[src/rtl/half_rate_packer.sv]
// half_rate_packer: fast-to-slow width gearbox.
// Accepts WIDTH-bit beats on clk_i into a DEPTH-entry FIFO and packs
// pairs of beats into 2*WIDTH-bit words. The output registers only
// change on edges where phase_i is high, so a consumer clocked by the
// divided clock (rising while phase_i is low) always sees a stable word.
// Optional feature: define HALF_RATE_PACKER_FLUSH_EN to add flush_i and
// out_half_o, which let a lone buffered beat be emitted as a half word.
module half_rate_packer #(
    parameter int WIDTH = 8,
    parameter int DEPTH = 4
) (
    input  logic               clk_i,
    input  logic               rst_i,
    input  logic               phase_i,
`ifdef HALF_RATE_PACKER_FLUSH_EN
    input  logic               flush_i,
    output logic               out_half_o,
`endif
    input  logic [WIDTH-1:0]   in_data_i,
    input  logic               in_valid_i,
    output logic               in_ready_o,
    output logic [2*WIDTH-1:0] out_data_o,
    output logic               out_valid_o
);

    localparam int PTR_W = $clog2(DEPTH);
    localparam logic [PTR_W:0]   CNT_ONE  = (PTR_W+1)'(1);
    localparam logic [PTR_W:0]   CNT_TWO  = (PTR_W+1)'(2);
    localparam logic [PTR_W:0]   CNT_FULL = (PTR_W+1)'(DEPTH);
    localparam logic [PTR_W-1:0] PTR_ONE  = PTR_W'(1);
    localparam logic [PTR_W-1:0] PTR_TWO  = PTR_W'(2);

    logic [WIDTH-1:0] mem [DEPTH];
    logic [PTR_W-1:0] wr_ptr;
    logic [PTR_W-1:0] rd_ptr;
    logic [PTR_W-1:0] rd_ptr_nxt1;
    logic [PTR_W:0]   count;
    logic [PTR_W:0]   count_nxt;
    logic             push;
    logic             pop_pair;
    logic             pop_single;

    // Ready reflects the pre-edge occupancy only; a same-edge pop is ignored.
    assign in_ready_o  = (count < CNT_FULL);
    assign push        = in_valid_i & in_ready_o;
    assign pop_pair    = phase_i && (count >= CNT_TWO);
    assign rd_ptr_nxt1 = rd_ptr + PTR_ONE;

`ifdef HALF_RATE_PACKER_FLUSH_EN
    assign pop_single  = phase_i && flush_i && (count == CNT_ONE);
`else
    assign pop_single  = 1'b0;
`endif

    // Occupancy bookkeeping: +1 per accepted beat, -2 per pair, -1 per flush.
    always_comb begin
        count_nxt = count;
        if (push) begin
            count_nxt = count_nxt + CNT_ONE;
        end
        if (pop_pair) begin
            count_nxt = count_nxt - CNT_TWO;
        end else if (pop_single) begin
            count_nxt = count_nxt - CNT_ONE;
        end
    end

    // Beat storage; the slot at wr_ptr is never one being popped this edge.
    always_ff @(posedge clk_i) begin
        if (push) begin
            mem[wr_ptr] <= in_data_i;
        end
    end

    // Pointer and occupancy registers.
    always_ff @(posedge clk_i or posedge rst_i) begin
        if (rst_i) begin
            wr_ptr <= '0;
            rd_ptr <= '0;
            count  <= '0;
        end else begin
            count <= count_nxt;
            if (push) begin
                wr_ptr <= wr_ptr + PTR_ONE;
            end
            if (pop_pair) begin
                rd_ptr <= rd_ptr + PTR_TWO;
            end else if (pop_single) begin
                rd_ptr <= rd_ptr_nxt1;
            end
        end
    end

    // Output word: loaded or invalidated on update edges only, held otherwise.
    always_ff @(posedge clk_i or posedge rst_i) begin
        if (rst_i) begin
            out_data_o  <= '0;
            out_valid_o <= 1'b0;
        end else if (phase_i) begin
            if (pop_pair) begin
                out_data_o  <= {mem[rd_ptr_nxt1], mem[rd_ptr]};
                out_valid_o <= 1'b1;
            end else if (pop_single) begin
                out_data_o  <= {{WIDTH{1'b0}}, mem[rd_ptr]};
                out_valid_o <= 1'b1;
            end else begin
                out_valid_o <= 1'b0;
            end
        end
    end

`ifdef HALF_RATE_PACKER_FLUSH_EN
    // Half-word marker, refreshed on every update edge.
    always_ff @(posedge clk_i or posedge rst_i) begin
        if (rst_i) begin
            out_half_o <= 1'b0;
        end else if (phase_i) begin
            out_half_o <= pop_single;
        end
    end
`endif

endmodule

[config.mk]
export PLATFORM = sky130hd
export DESIGN_NAME = half_rate_packer
export DESIGN_NICKNAME = d
export VERILOG_FILES = /design/src/rtl/half_rate_packer.sv
export SDC_FILE = /design/constraint.sdc
export NUM_CORES = 1
export LEC_CHECK = 0
export ABC_AREA = 1
export CORE_MARGIN = 2
export CORE_UTILIZATION = 58
export DETAILED_ROUTE_END_ITERATION = 10
export PLACE_DENSITY = 0.83
export SLEW_MARGIN = 20
export SYNTH_ARGS = -nofsm -noshare
export SYNTH_HDL_FRONTEND = slang
export SYNTH_SLANG_ARGS = --single-unit
[constraint.sdc]
create_clock -name clk_i -period 2.4 [get_ports clk_i]
set_input_delay 0.48 -clock clk_i [delete_from_list [all_inputs] [get_ports clk_i]]
set_output_delay 0.48 -clock clk_i [all_outputs]
set_load 0.02 [all_outputs]
==> results.sh, run 1 <==
export IMPL_fin_crit_ns=1.96
export IMPL_multiInputGateArea_um2=579
export IMPL_cts_sinks=55
export IMPL_reg2regPathDepth=3
export IMPL_num_antenna_cells=0
export IMPL_wl_mm=4.14
export IMPL_drt_iter0_drc=72
export IMPL_outcome="finished, final reports clean"
export IMPL_rsz0062_at_grt="false"
export IMPL_worstMarginPinSlew_ns=0.633
export IMPL_clock_path_buffers=2
export IMPL_yosys_area_top_type="edfxtp_1"
export IMPL_via_per_inst=5.21
export IMPL_cp_required_ns=1.92
export IMPL_synth_warnings=0
export IMPL_crit_path_max_incr_delay_ns=0.62
export IMPL_finalCritPeriodShare=0.816
export IMPL_fmax_ghz=0.510
export IMPL_crit_start="count[2]"
export IMPL_dieArea_um2=4340
export IMPL_hp_class="reg -> reg"
export IMPL_ctsHoldBuffers=0
export IMPL_holdWs_ns=0.487
export IMPL_p_int_mw=2.05
export IMPL_fp_dieH_um=65.9
export IMPL_critical_path_cell_chain="inv_1, clkdlybuf4s50_1"
export IMPL_synth_edf_count=32
export IMPL_p_clk_frac=0.157
export IMPL_port_buffers=29
export IMPL_start_kind="flip-flop"
export IMPL_regArea_um2=1540
export IMPL_row_count=22
export IMPL_gr_usage_all_layers=0.219
export IMPL_critical_path_slowest_cell="clkdlybuf4s50_1"
export IMPL_synth_area_um2=2220
export IMPL_vias=1318
export IMPL_path_delay_family="buffers and inverters"
export IMPL_cts_made_buffers=5
export IMPL_fin_area_um2=2640
export IMPL_hold_path_startpoint="count[0]"
export IMPL_slew_headroom=0.577
export IMPL_max_cap_viol_count=0
export IMPL_powerDensity_nw_per_um2=1220
export IMPL_place_gp_congestion=0.804
export IMPL_p_sw_mw=1.17
export IMPL_die_x_um=65.9
export IMPL_io_pins=30
export IMPL_final_setup_viol_count=0
export IMPL_htreeDepth=2
export IMPL_r2r_end="mem[2][6]"
export IMPL_ys_ff_latch=55
export IMPL_grt_first_pass_wirelength_mm=6.81
export IMPL_coreArea_um2=3660
export IMPL_dp_cells=245
export IMPL_power_mw=3.21
export IMPL_synth_most_common_cell="nand2_1"
export IMPL_p_comb_frac=0.386
export IMPL_worstPathArrival_ns=1.48
export IMPL_area_growth_pct=18.7
export IMPL_clock_latency_ns=0.30
export IMPL_post_drt_wl_per_cell_um=16.4
export IMPL_synth_avg_cell_area_um2=13.2
export IMPL_place_hpwl_mm=2.99
export IMPL_syn_nets=186
export IMPL_drc=0
export IMPL_ir_drop_mv=0.597
export IMPL_fin_cells=253
export IMPL_grt_remaining_overflow=0
export IMPL_r2r_start="count[2]"
export IMPL_cts_resized=0
export IMPL_place_area_um2=2550
export IMPL_antenna_found_initial=0
export IMPL_drv_slew=0
export IMPL_grt_pass1_vias=1348
export IMPL_cts_root_buf="clkbuf_8"
export IMPL_yosys_top_cells_area="edfxtp_1 43%, dfrtp_1 26%, nand2_1 6.8%, o211ai_2 5.6%, ha_1 2.8%"
export IMPL_synth_cells=169
export IMPL_fin_setup_tns_ns=0
export IMPL_drive_gt1_frac=0.156
export IMPL_clkTransAtPathRegs_ns=0.09
export IMPL_antenna_left=0
export IMPL_worst_path_buf_inv=2
export IMPL_seq_area_frac_synth=0.691
export IMPL_cts_tree="built"
export IMPL_yosys_area_top_type_share=0.432
export IMPL_timing_reg2reg_setup_slack_ns=0.78
export IMPL_crit_type="reg -> out"
export IMPL_ys_top_cells_by_count="40 x nand2_1, 32 x edfxtp_1, 23 x dfrtp_1"
export IMPL_holdPathStages=1
export IMPL_fillers=239
export IMPL_start_util=0.607
export IMPL_worstPathMaxFanout=4
export IMPL_leakage_nw=1.09
export IMPL_grt_start_max_net_pins=24
export IMPL_dr_pass1_iters=4
export IMPL_finClkSkew_ns=0.00493
export IMPL_postCtsSetupRepairBufs=0
export IMPL_nNetsFinal=221
export IMPL_switching_share=0.363
export IMPL_end_kind="output port"
export IMPL_synth_cell_types=21
export IMPL_finalHoldViolations=0
export IMPL_synthArstFlopShare=0.418
export IMPL_seq_power_share=0.456
export IMPL_synth_top_flop_cell="edfxtp_1"
export IMPL_holdPathEnd="count[0]"
==> per-stage QoR <==
step / utilization / setup slack (ns)
after floorplan: - / 0.885
after global placement: 0.696 / 0.360
after detailed placement: 0.696 / 0.274
after CTS: 0.721 / 0.445
after global routing: 0.721 / 0.397
final: 0.721 / 0.441
==> power groups by stage <==
| stage | logic (mW) | clock network [mW] | registers [mW] |
|---|---|---|---|
| finish | 1.24 | 0.506 | 1.47 |
| global route | 1.37 | 0.554 | 1.50 |
| CTS | 1.26 | 0.509 | 1.47 |
| detailed placement | 1.25 | 0 | 1.48 |
| global placement | 1.19 | 0 | 1.46 |
| floorplan | 0.659 | 0 | 1.60 |
==> how the worst max path moves through the flow <==
stage,endpoint,slack (ns),cells after the start
final,in_ready_o,0.44,2
after global routing,in_ready_o,0.40,2
after CTS,in_ready_o,0.45,2
after detailed placement,mem[0][6],0.27,3
after global placement,mem[2][4],0.36,3
after floorplan,mem[0][0],0.88,3
==> state kept, by name (all words and copies together) (netlist names) <==
register and count:
mem 32, out_valid_o 1, rd_ptr 1, wr_ptr 2, out_data_o 16, count 3
==> cells by family (layout without fill, tap and decap cells) <==
| group | count (synthesis) | after routing | share of synthesized area |
|---|---|---|---|
| and+or+nand+nor | 69 | 69 | 0.140 |
| AOI/OAI and AO/OA | 18 | 18 | 0.0810 |
| adders and majority gates | 5 | 5 | 0.0281 |
| DFF | 55 | 55 | 0.691 |
| xor gates and xnor gates | 3 | 3 | 0.0118 |
| buffers and inverters | 19 | 55 | 0.0484 |
==> placed cells by master, fill, tap and decap left out, drive strengths merged <==
| master | instances |
|---|---|
| xnor2 | 1 |
| dfrtp | 23 |
| clkinv | 1 |
| ha | 5 |
| xor2 | 2 |
| a21oi | 2 |
| buf | 4 |
| inv | 14 |
| clkbuf | 7 |
| nor2 | 7 |
| nand2 | 41 |
| nand3 | 5 |
| edfxtp | 32 |
| or2 | 16 |
| clkdlybuf4s50 | 29 |
| o211ai | 16 |
==> routing by layer <==
metal / routed length [µm] / part of all wire / up-vias / global-route usage
met5: 0 / 0 / - / 0
met4: 60 / 0.014 / 0 / 0.0781
met3: 126 / 0.030 / 5 / 0.0409
met2: 2140 / 0.52 / 23 / 0.355
met1: 1820 / 0.44 / 652 / 0.299
li1: - / - / 638 / -
==> cell type report <==
cell class / count / area share
multi-input combinational: 95 / 0.220
sequential: 55 / 0.582
inverter: 14 / 0.0199
clock inverter: 1 / 0.00142
clock buffer: 7 / 0.0327
timing repair buffer: 33 / 0.121
tap: 48 / 0.0228
Power figures use the tool's default switching activity.
==> run 2, diff against run 1 <==
- CORE_UTILIZATION: 58 -> 54
- PLACE_DENSITY: 0.83 -> 0.78
- clock period: 2.4 -> 2 ns (I/O delays scaled with it)
==> results.sh, run 2 (synthesis results as in run 1) <==
export IMPL_crit_path_max_incr_delay_ns=0.62
export IMPL_fin_crit_ns=1.87
export IMPL_cp_required_ns=1.60
export IMPL_end_kind="output port"
export IMPL_wl_mm=4.13
export IMPL_finalCritPeriodShare=0.935
export IMPL_fin_area_um2=2660
export IMPL_postCtsSetupRepairBufs=0
export IMPL_layout_commonest_cell="nand2_1"
export IMPL_outcome="finished, final reports clean"
export IMPL_mostFrequentLayoutCells="40 x nand2_1, 32 x edfxtp_1, 29 x clkdlybuf4s50_1"
export IMPL_cts_root_buf="clkbuf_8"
export IMPL_grt_use_met3=0.0493
export IMPL_grt_start_max_net_pins=24
export IMPL_clock_latency_ns=0.31
export IMPL_grt_use_met1=0.271
export IMPL_worstPathMaxFanout=4
export IMPL_dieArea_um2=4650
export IMPL_leakage_nw=1.10
export IMPL_cts_made_buffers=5
export IMPL_drc=0
export IMPL_grt_busiest_layer="met2"
export IMPL_grt_remaining_overflow=0
export IMPL_antenna_left=0
export IMPL_num_antenna_cells=0
export IMPL_critical_path_cell_chain="inv_1, clkdlybuf4s50_1"
export IMPL_worstMarginPinSlew_ns=0.506
export IMPL_hp_class="in -> async"
export IMPL_antenna_found_initial=0
export IMPL_crit_type="reg -> out"
export IMPL_area_growth_pct=19.4
export IMPL_post_drt_wl_per_cell_um=16.1
export IMPL_slew_headroom=0.663
export IMPL_htreeDepth=2
export IMPL_place_hpwl_mm=3.05
export IMPL_ir_drop_mv=0.689
export IMPL_via_per_inst=5.23
export IMPL_fmax_ghz=0.535
export IMPL_clock_path_buffers=2
export IMPL_cts_sinks=55
export IMPL_ctsHoldBuffers=0
export IMPL_cts_resized=0
export IMPL_max_cap_viol_count=0
export IMPL_largest_reg_flops=32
export IMPL_critical_path_slowest_cell="clkdlybuf4s50_1"
export IMPL_port_buffers=29
export IMPL_io_pins=30
export IMPL_powerDensity_nw_per_um2=1450
export IMPL_use_met2=0.326
export IMPL_finClkSkew_ns=0.00500
export IMPL_row_count=23
export IMPL_vias=1345
export IMPL_start_util=0.560
export IMPL_largest_registers="mem x32, out_data_o x16, count x3"
export IMPL_cts_tree="built"
export IMPL_grt_first_pass_wirelength_mm=6.66
export IMPL_start_kind="flip-flop"
export IMPL_regMostFlops="mem"
export IMPL_die_x_um=68.2
export IMPL_drv_slew=0
export IMPL_drt_iter0_drc=70
export IMPL_rsz0062_at_grt="false"
export IMPL_finalHoldViolations=0
export IMPL_final_setup_viol_count=0
export IMPL_coreArea_um2=3970
export IMPL_nNetsFinal=223
export IMPL_grt_pass1_vias=1345
export IMPL_clkTransAtPathRegs_ns=0.09
export IMPL_fin_setup_tns_ns=0
export IMPL_gr_usage_all_layers=0.205
export IMPL_place_area_um2=2570
export IMPL_place_gp_congestion=0.735
export IMPL_drive_gt1_frac=0.169
export IMPL_fp_dieH_um=68.2
export IMPL_worstPathArrival_ns=1.47
export IMPL_dr_pass1_iters=4
run 2: changes by cell type in the layout (fill, tap and decap cells not counted), sizes merged:
cell | before | now
clkbuf | 7 | 5
clkinvlp | 0 | 1
clkinv | 1 | 2
buf | 4 | 6
run 2: power breakdown:
group          internal (mW)  total (mW)  switching (mW)
Combinational          0.646        1.50           0.855
Sequential              1.54        1.75           0.213
Clock                  0.245       0.607           0.362
Total                   2.43        3.86            1.43
run 2: final timing paths:
check / startpoint / end / slack [ns] / cells past startpoint
max: count[2] / in_ready_o / 0.13 / 2
min: rst_i / out_data_o[9] / 0.42 / 3
max reg2reg: rd_ptr[1] / out_data_o[15] / 0.59 / 3
min reg2reg: out_valid_o / out_valid_o / 0.49 / 2
max in group asynchronous: rst_i / rd_ptr[1] / 1.35 / 3
min in group clk_i: out_valid_o / out_valid_o / 0.49 / 2
run 2: layout make-up:
cell class	instances	area (µm²)
Fill cell	294	1320
Inverter	14	52.6
Clock buffer	5	68.8
Tap cell	50	62.6
Clock inverter	3	20.0
Sequential cell	55	1540
Timing Repair Buffer	35	335
Multi-Input combinational cell	95	579
run 2: routing by layer:
layer / up-vias / part of all wire / routed length [µm]
met5: - / 0 / 0
met4: 0 / 0.025 / 104
met3: 9 / 0.037 / 154
met2: 40 / 0.49 / 2010
met1: 656 / 0.45 / 1860
li1: 640 / - / -
run 2: critical path, delay by kind of cell, from the launching register on:
family,cells,cell delay (ns)
buffers and inverters,2,0.75
flip-flops,1,0.41
run 2: metrics by stage:
stage	worst slack, ns	utilization	instances	hold slack [ns]	power (mW)
2_1_floorplan	0.485	-	169	0.402	2.71
3_3_place_gp	0.285	0.646	249	0.465	3.20
3_5_place_dp	0.230	0.646	249	0.466	3.29
4_1_cts	0.125	0.669	257	0.423	3.89
5_1_grt	0.0926	0.669	257	0.447	4.12
6_report	0.129	0.669	257	0.418	3.86
